**src/rtl/systolic_feeder_pkg.sv**
```systemverilog
// systolic_pkg: shared state encoding and lane geometry for the feeder and PE array top
package systolic_pkg;

    localparam int DEF_N     = 4;
    localparam int DEF_K_MAX = 16;
    localparam int DEF_DW    = 8;

    typedef enum logic [2:0] {IDLE, LOAD, CLEAR, STREAM, DONE} state_t;

    // Low bit of lane `lane` inside a packed N*dw operand vector
    function automatic int lane_lo(input int lane, input int dw);
        return lane * dw;
    endfunction

endpackage

```
**src/rtl/systolic_feeder_if.sv**
```systemverilog
// systolic_feeder_if: valid/ready operand-vector stream into the feeder
interface systolic_feeder_if #(
    parameter int N  = 4,
    parameter int DW = 8
) ();

    logic            valid;
    logic            ready;
    logic [N*DW-1:0] data;

    modport master (output valid, output data, input ready);
    modport slave  (input valid, input data, output ready);

endinterface

```
**src/rtl/systolic_feeder_buf.sv**
```systemverilog
// feeder_buf: K_MAX-row operand store, one row write port, one combinational read port per lane
module feeder_buf
    import systolic_pkg::*;
#(
    parameter int N     = DEF_N,
    parameter int K_MAX = DEF_K_MAX,
    parameter int DW    = DEF_DW
) (
    input  logic                                clk,
    input  logic                                i_we,
    input  logic [$clog2(K_MAX)-1:0]            i_waddr,
    input  logic [N*DW-1:0]                     i_wdata,
    input  logic [N-1:0][$clog2(K_MAX)-1:0]     i_raddr,
    output logic [N-1:0][DW-1:0]                o_rdata
);

    logic [N*DW-1:0] r_mem [K_MAX];

    // Contents are don't-care until written, so the array carries no reset
    always_ff @(posedge clk) begin
        if (i_we) r_mem[i_waddr] <= i_wdata;
    end

    // Each lane reads its own slice from its own row, giving the diagonal skew
    for (genvar g = 0; g < N; g++) begin : g_rd
        assign o_rdata[g] = r_mem[i_raddr[g]][lane_lo(g, DW) +: DW];
    end

endmodule

```
**src/rtl/systolic_feeder.sv**
```systemverilog
// systolic_feeder: buffers K operand vectors, then emits a PE clear and a diagonally skewed stream
module systolic_feeder
    import systolic_pkg::*;
#(
    parameter int N     = DEF_N,
    parameter int K_MAX = DEF_K_MAX,
    parameter int DW    = DEF_DW
) (
    input  logic                       clk,
    input  logic                       rst,
    input  logic                       i_start,
    input  logic [$clog2(K_MAX+1)-1:0] i_k_len,
    systolic_feeder_if.slave           sif,
    output logic [N*DW-1:0]            o_lane_out,
    output logic                       o_pe_clear,
    output logic                       o_busy,
    output logic                       o_done
);

    localparam int KW = $clog2(K_MAX + 1);
    localparam int AW = $clog2(K_MAX);
    localparam int TW = $clog2(K_MAX + 2 * N - 1);

    state_t                   r_state, w_next;
    logic [KW-1:0]            r_klen;
    logic [KW-1:0]            w_klen_in;
    logic [AW-1:0]            r_wptr;
    logic [TW-1:0]            r_t, w_t;
    logic [TW-1:0]            w_tend;
    logic                     w_we, w_last;
    logic                     r_ready, r_pe_clear, r_busy, r_done;
    logic [N*DW-1:0]          r_lane;
    logic [N-1:0][AW-1:0]     w_raddr;
    logic [N-1:0][DW-1:0]     w_rdata;
    logic [N-1:0][DW-1:0]     w_lane;

    assign w_klen_in = (i_k_len > KW'(K_MAX)) ? KW'(K_MAX) : i_k_len;
    assign w_we      = (r_state == LOAD) && sif.valid && r_ready;
    assign w_last    = w_we && (KW'(r_wptr) + KW'(1) == r_klen);
    assign w_tend    = TW'(r_klen) + TW'(2 * N - 3);

    // Next state and stream index; outputs are registered from the upcoming state
    always_comb begin
        w_next = r_state;
        w_t    = r_t;
        case (r_state)
            IDLE:    if (i_start) w_next = (w_klen_in == '0) ? DONE : LOAD;
            LOAD:    if (w_last) w_next = CLEAR;
            CLEAR: begin
                w_next = STREAM;
                w_t    = '0;
            end
            STREAM: begin
                w_next = (r_t == w_tend) ? DONE : STREAM;
                w_t    = (r_t == w_tend) ? r_t : r_t + TW'(1);
            end
            DONE:    w_next = IDLE;
            default: w_next = IDLE;
        endcase
    end

    feeder_buf #(.N(N), .K_MAX(K_MAX), .DW(DW)) u_buf (
        .clk     (clk),
        .i_we    (w_we),
        .i_waddr (r_wptr),
        .i_wdata (sif.data),
        .i_raddr (w_raddr),
        .o_rdata (w_rdata)
    );

    // Lane i shows row t-i only while that row exists; otherwise it pads with zero
    for (genvar g = 0; g < N; g++) begin : g_lane
        assign w_raddr[g] = AW'(w_t - TW'(g));
        assign w_lane[g]  = (w_next == STREAM && w_t >= TW'(g) && (w_t - TW'(g)) < TW'(r_klen))
                            ? w_rdata[g] : '0;
    end

    // State, counters and registered outputs
    always_ff @(posedge clk or posedge rst) begin
        if (rst) begin
            r_state    <= IDLE;
            r_klen     <= '0;
            r_wptr     <= '0;
            r_t        <= '0;
            r_ready    <= 1'b0;
            r_pe_clear <= 1'b0;
            r_busy     <= 1'b0;
            r_done     <= 1'b0;
            r_lane     <= '0;
        end else begin
            r_state    <= w_next;
            r_klen     <= (r_state == IDLE && i_start) ? w_klen_in : r_klen;
            r_wptr     <= (r_state == IDLE) ? '0 : (w_we && !w_last) ? r_wptr + AW'(1) : r_wptr;
            r_t        <= w_t;
            r_ready    <= (w_next == LOAD);
            r_pe_clear <= (w_next == CLEAR);
            r_busy     <= (w_next != IDLE);
            r_done     <= (w_next == DONE);
            r_lane     <= w_lane;
        end
    end

    assign sif.ready  = r_ready;
    assign o_lane_out = r_lane;
    assign o_pe_clear = r_pe_clear;
    assign o_busy     = r_busy;
    assign o_done     = r_done;

endmodule

```
**src/flat_wrapper.sv**
```systemverilog
// flat-port wrapper written by rule: the top's interface ports become plain ports
module systolic_feeder_flat import systolic_pkg::*;
#(
    parameter int N     = DEF_N,
    parameter int K_MAX = DEF_K_MAX,
    parameter int DW    = DEF_DW
)
  (clk, rst, i_start, i_k_len, o_lane_out, o_pe_clear, o_busy, o_done, sif_valid, sif_data, sif_ready);
  systolic_feeder_if #(.N(N), .DW(DW)) sif_i ();
  input  logic clk;
  input  logic rst;
  input  logic i_start;
  input  logic [$clog2(K_MAX+1)-1:0] i_k_len;
  output logic [N*DW-1:0] o_lane_out;
  output logic o_pe_clear;
  output logic o_busy;
  output logic o_done;
  input wire logic [$bits(sif_i.valid)-1:0] sif_valid;
  input wire logic [$bits(sif_i.data)-1:0] sif_data;
  output wire logic [$bits(sif_i.ready)-1:0] sif_ready;
  assign sif_i.valid = sif_valid;
  assign sif_i.data = sif_data;
  assign sif_ready = sif_i.ready;
  systolic_feeder #(.N(N), .K_MAX(K_MAX), .DW(DW)) u_core (.clk(clk), .rst(rst), .i_start(i_start), .i_k_len(i_k_len), .sif(sif_i), .o_lane_out(o_lane_out), .o_pe_clear(o_pe_clear), .o_busy(o_busy), .o_done(o_done));
endmodule
```
**config.mk**
```make
export PLATFORM = sky130hd
export DESIGN_NAME = systolic_feeder_flat
export DESIGN_NICKNAME = d
export VERILOG_FILES = /design/src/rtl/systolic_feeder_pkg.sv /design/src/rtl/systolic_feeder_if.sv /design/src/rtl/systolic_feeder_buf.sv /design/src/rtl/systolic_feeder.sv /design/src/flat_wrapper.sv
export SDC_FILE = /design/constraint.sdc
export NUM_CORES = 1
export LEC_CHECK = 0
export CAP_MARGIN = 20
export CELL_PAD_IN_SITES_DETAIL_PLACEMENT = 1
export CELL_PAD_IN_SITES_GLOBAL_PLACEMENT = 2
export CORE_MARGIN = 1
export CORE_UTILIZATION = 42
export CTS_CLUSTER_DIAMETER = 50
export CTS_CLUSTER_SIZE = 8
export DETAILED_ROUTE_END_ITERATION = 8
export GPL_ROUTABILITY_DRIVEN = 1
export PLACE_DENSITY = 0.83
export SLEW_MARGIN = 20
export SYNTH_ARGS = -nofsm -noshare
export SYNTH_HDL_FRONTEND = slang
export SYNTH_SLANG_ARGS = --single-unit
export TNS_END_PERCENT = 10
```
**constraint.sdc**
```tcl
create_clock -name clk -period 4.64 [get_ports clk]
set_input_delay 0.928 -clock clk [delete_from_list [all_inputs] [get_ports clk]]
set_output_delay 0.928 -clock clk [all_outputs]
set_load 0.05 [all_outputs]
```
==> reports/results.ini <==
[clock_tree]
clk_pin_slew_ns = 0.05
clock_path_buffers = 3
cts-resized-gates = 0
cts_tree = done
htreeDepth = 3
cts_made_buffers = 82
clk_latency_ns = 0.63
root_buffer = clkbuf_16
cts_setup_buffers = 0
clock_sinks = 565
holdBufCountCts = 0

[synthesis]
synth_edf_count = 512
ys.flop_type = edfxtp_1
synth_seq_cells = 565
synth_area_leaders = edfxtp_1, mux4_2, dfrtp_1
syn-num-nets = 1426
synth_top_family_by_area = multiplexers
synth.area.mux_share = 0.08588
synth_common_cells = edfxtp_1, nand2_1, mux4_2
synth_top_area_frac = 0.6743
netlist_area_mm2 = 0.02280
synth_cells = 1358
yosys.area_share.xor_xnor = 0.01103
syn_avg_cell_area_um2 = 16.79
synthAdderAreaFrac = 0.01482
synth.distinct_cells = 75
synth_top_cell_by_area = edfxtp_1
yosysMostFrequentCell = edfxtp_1
ys_async_sr_fraction = 0.09381
yosys.area_share.simple = 0.06212
yosys_warnings = 0
synth_compound_area_frac = 0.06892
yosysSeqAreaShare = 0.7324

[drt]
drc = 0
vias = 12950
routed_wl_mm = 59.42
viasPerCell = 5.751
drt-wirelength-per-cell_um = 26.39
drtIter0Drc = 1134
ant_nets = 0
drt_pass1_iterations = 5

[sta]
fin_ws_ns = 0.1718
tightest_slew_ns = 1.036
min_period_over_period = 0.9630
finalSetupTns_ns = 0
clock-skew-final_ns = 0.02161
rsz0062_at_grt = yes
fmax_mhz = 223.8
maxSlewViolCount = 0
finalHoldViolCount = 0
final-setup-viol-count = 0
relSlewSlack = 0.3090
finalCriticalPeriod_ns = 4.468

[setup_path]
crit_top_cell = ha_1
critPathLaunchType = register
cp_data_required_time_ns = 5.17
cp_cell_sequence = ha_1, xor2_1, o211ai_2, a211oi_4, nand4b_1, and2_4, inv_1, ha_1, buf_6, clkinv_1, ha_1, a21o_1, a21o_1, a2111oi_1, buf_4, o21ai_2, o22ai_1
cp_max_fo = 21
r2r_end = u_core.o_lane_out[13]
end_kind = register
r2r_slack_ns = 0.17
worstPathArrival_ns = 5.00
rr_worst_depth = 17
rr_startpoint = u_core.r_klen[1]
max_stage_delay_ns = 0.47
crit_type = register to register
cp_slowest_cell = a211oi_4

[finish]
synthToLayoutAreaGrowth_pct = 18.39
stdcell_area_mm2 = 0.02700
finalNonFillerCells = 2252
drive_above_1_share = 0.1628
nets = 1553

[power_and_ir_drop]
p_leak_nw = 9.193
power_density_mw_per_mm2 = 666.7
total_power_mw = 18.00
ir_drop_mv = 0.6622

[die]
rows = 85
num_io_pins = 77
die_area_mm2 = 0.05523
start_util = 0.4246
chipWidth_um = 235
dieHeight_um = 235
core_mm2 = 0.05371

[hold_path]
min_path_type = register to register
hold_start = u_core.r_klen[1]
holdPathEnd = u_core.r_klen[1]
worstHoldPathCells = 2

[placed_design]
pre_cts_slack_ns = 0.09448
port_buffers = 76
dp.cells = 2097
place_congestion = 0.8552
dpl.hpwl_mm = 32.56
placed_area_mm2 = 0.02451

[run]
drv_cap = 0

[global_routing]
grt_pass1_vias = 13730
grt_usage = 0.2181
grt_start_max_net_pins = 113
grt_pass1_wl_mm = 88.64
grt-ovfl-total = 0
antenna_found_initial = 3

[outcome]
status = finished clean

==> state kept, by name, summed over array words and instances (netlist names) <==
signal,cells
u_core.r_state,3
u_core.o_pe_clear,1
u_core.sif.ready,1
u_core.r_t,5
u_core.o_busy,1
u_core.r_klen,5
u_core.u_buf.r_mem,512
u_core.r_wptr,4
u_core.o_done,1
u_core.o_lane_out,32
==> stage by stage <==
stage | hold WS [ns] | utilization
after CTS | 0.6107 | 0.5019
after detailed placement | 0.5887 | 0.4564
final | 0.6118 | 0.5026
after global placement | 0.5713 | 0.4564
after floorplan | 0.5321 | -
after global routing | 0.6488 | 0.5026
==> per-layer routing <==
| metal | vias to the layer above | wire length (um) | GRT usage |
|---|---|---|---|
| met3 | 116 | 4054 | 0.04511 |
| met4 | 0 | 1788 | 0.08971 |
| li1 | 5603 | - | - |
| met1 | 6779 | 25460 | 0.2943 |
| met5 | - | 0 | 0 |
| met2 | 454 | 28120 | 0.3457 |
==> report_power, final <==
| part | leakage (nW) | total (mW) | internal (mW) | switching, mW |
|---|---|---|---|---|
| Combinational | 2.71 | 6.43 | 2.54 | 3.88 |
| Sequential | 5.32 | 5.98 | 5.81 | 0.162 |
| Clock | 1.16 | 5.59 | 3.39 | 2.21 |
| Total | 9.19 | 18.0 | 11.7 | 6.25 |
==> worst max path at each step <==
stage	startpoint	end	slack (ns)	depth (start not counted)
4_1_cts	u_core.r_klen[1]	u_core.o_lane_out[12]	0.06	17
2_1_floorplan	sif_valid	u_core.u_buf.r_mem[3][0]	-0.21	3
3_5_place_dp	u_core.r_klen[1]	u_core.o_lane_out[15]	0.09	17
5_1_grt	u_core.r_klen[1]	u_core.o_lane_out[31]	-0.01	16
3_3_place_gp	u_core.r_klen[1]	u_core.o_lane_out[8]	0.30	17
6_report	u_core.r_klen[1]	u_core.o_lane_out[13]	0.17	17
==> cells by family (layout without fill, tap and decap cells) <==
| family | after synthesis | count (layout) |
|---|---|---|
| AOI/OAI and AO/OA | 207 | 207 |
| buffers and inverters | 102 | 298 |
| xor gates and xnor gates | 22 | 22 |
| adders and majority gates | 27 | 27 |
| DFF | 565 | 565 |
| and+or+nand+nor | 321 | 321 |
| other | 0 | 2 |
| muxes | 114 | 114 |
==> worst max-delay path: cells and delay by family (launching register included) <==
kind,cells,cell delay [ns]
DFF,1,0.43
AOI/OAI and AO/OA,7,1.82
adders and majority gates,3,0.79
xor gates and xnor gates,1,0.20
and+or+nand+nor,2,0.44
buffers and inverters,4,0.71
==> cell usage in the layout (no fill, tap or decap), types with 3 or more instances in the layout <==
cell	instances
clkbuf_8	3
ha_1	27
nor2_4	9
xor2_1	7
clkbuf_16	82
inv_16	3
buf_12	9
mux2_2	3
a21o_1	7
nand3_1	49
mux4_2	64
nor2_1	17
o21ai_0	10
a221oi_1	14
nor3_1	11
a21oi_1	32
clkinv_8	3
a311oi_1	20
and2_2	4
a211oi_1	27
nand2_1	193
o22ai_1	22
a31oi_1	20
buf_4	34
mux2i_1	46
xnor2_1	11
nor4_2	5
clkbuf_1	59
nand4_1	7
dfrtp_1	53
inv_1	20
nand2b_1	8
a21boi_0	20
edfxtp_1	512
clkdlybuf4s50_1	76
==> area by class of cell <==
class	instances	area, um^2
diodes	2	5.005
inverters	25	106.4
fillers	4976	26710
well taps	696	870.8
multi-input cells	691	5657
repair buffers	120	1207
clock inverters	9	133.9
clock buffers	144	2315
flip-flops and latches	565	16700
No activity file was read; power rests on OpenSTA's default activity.
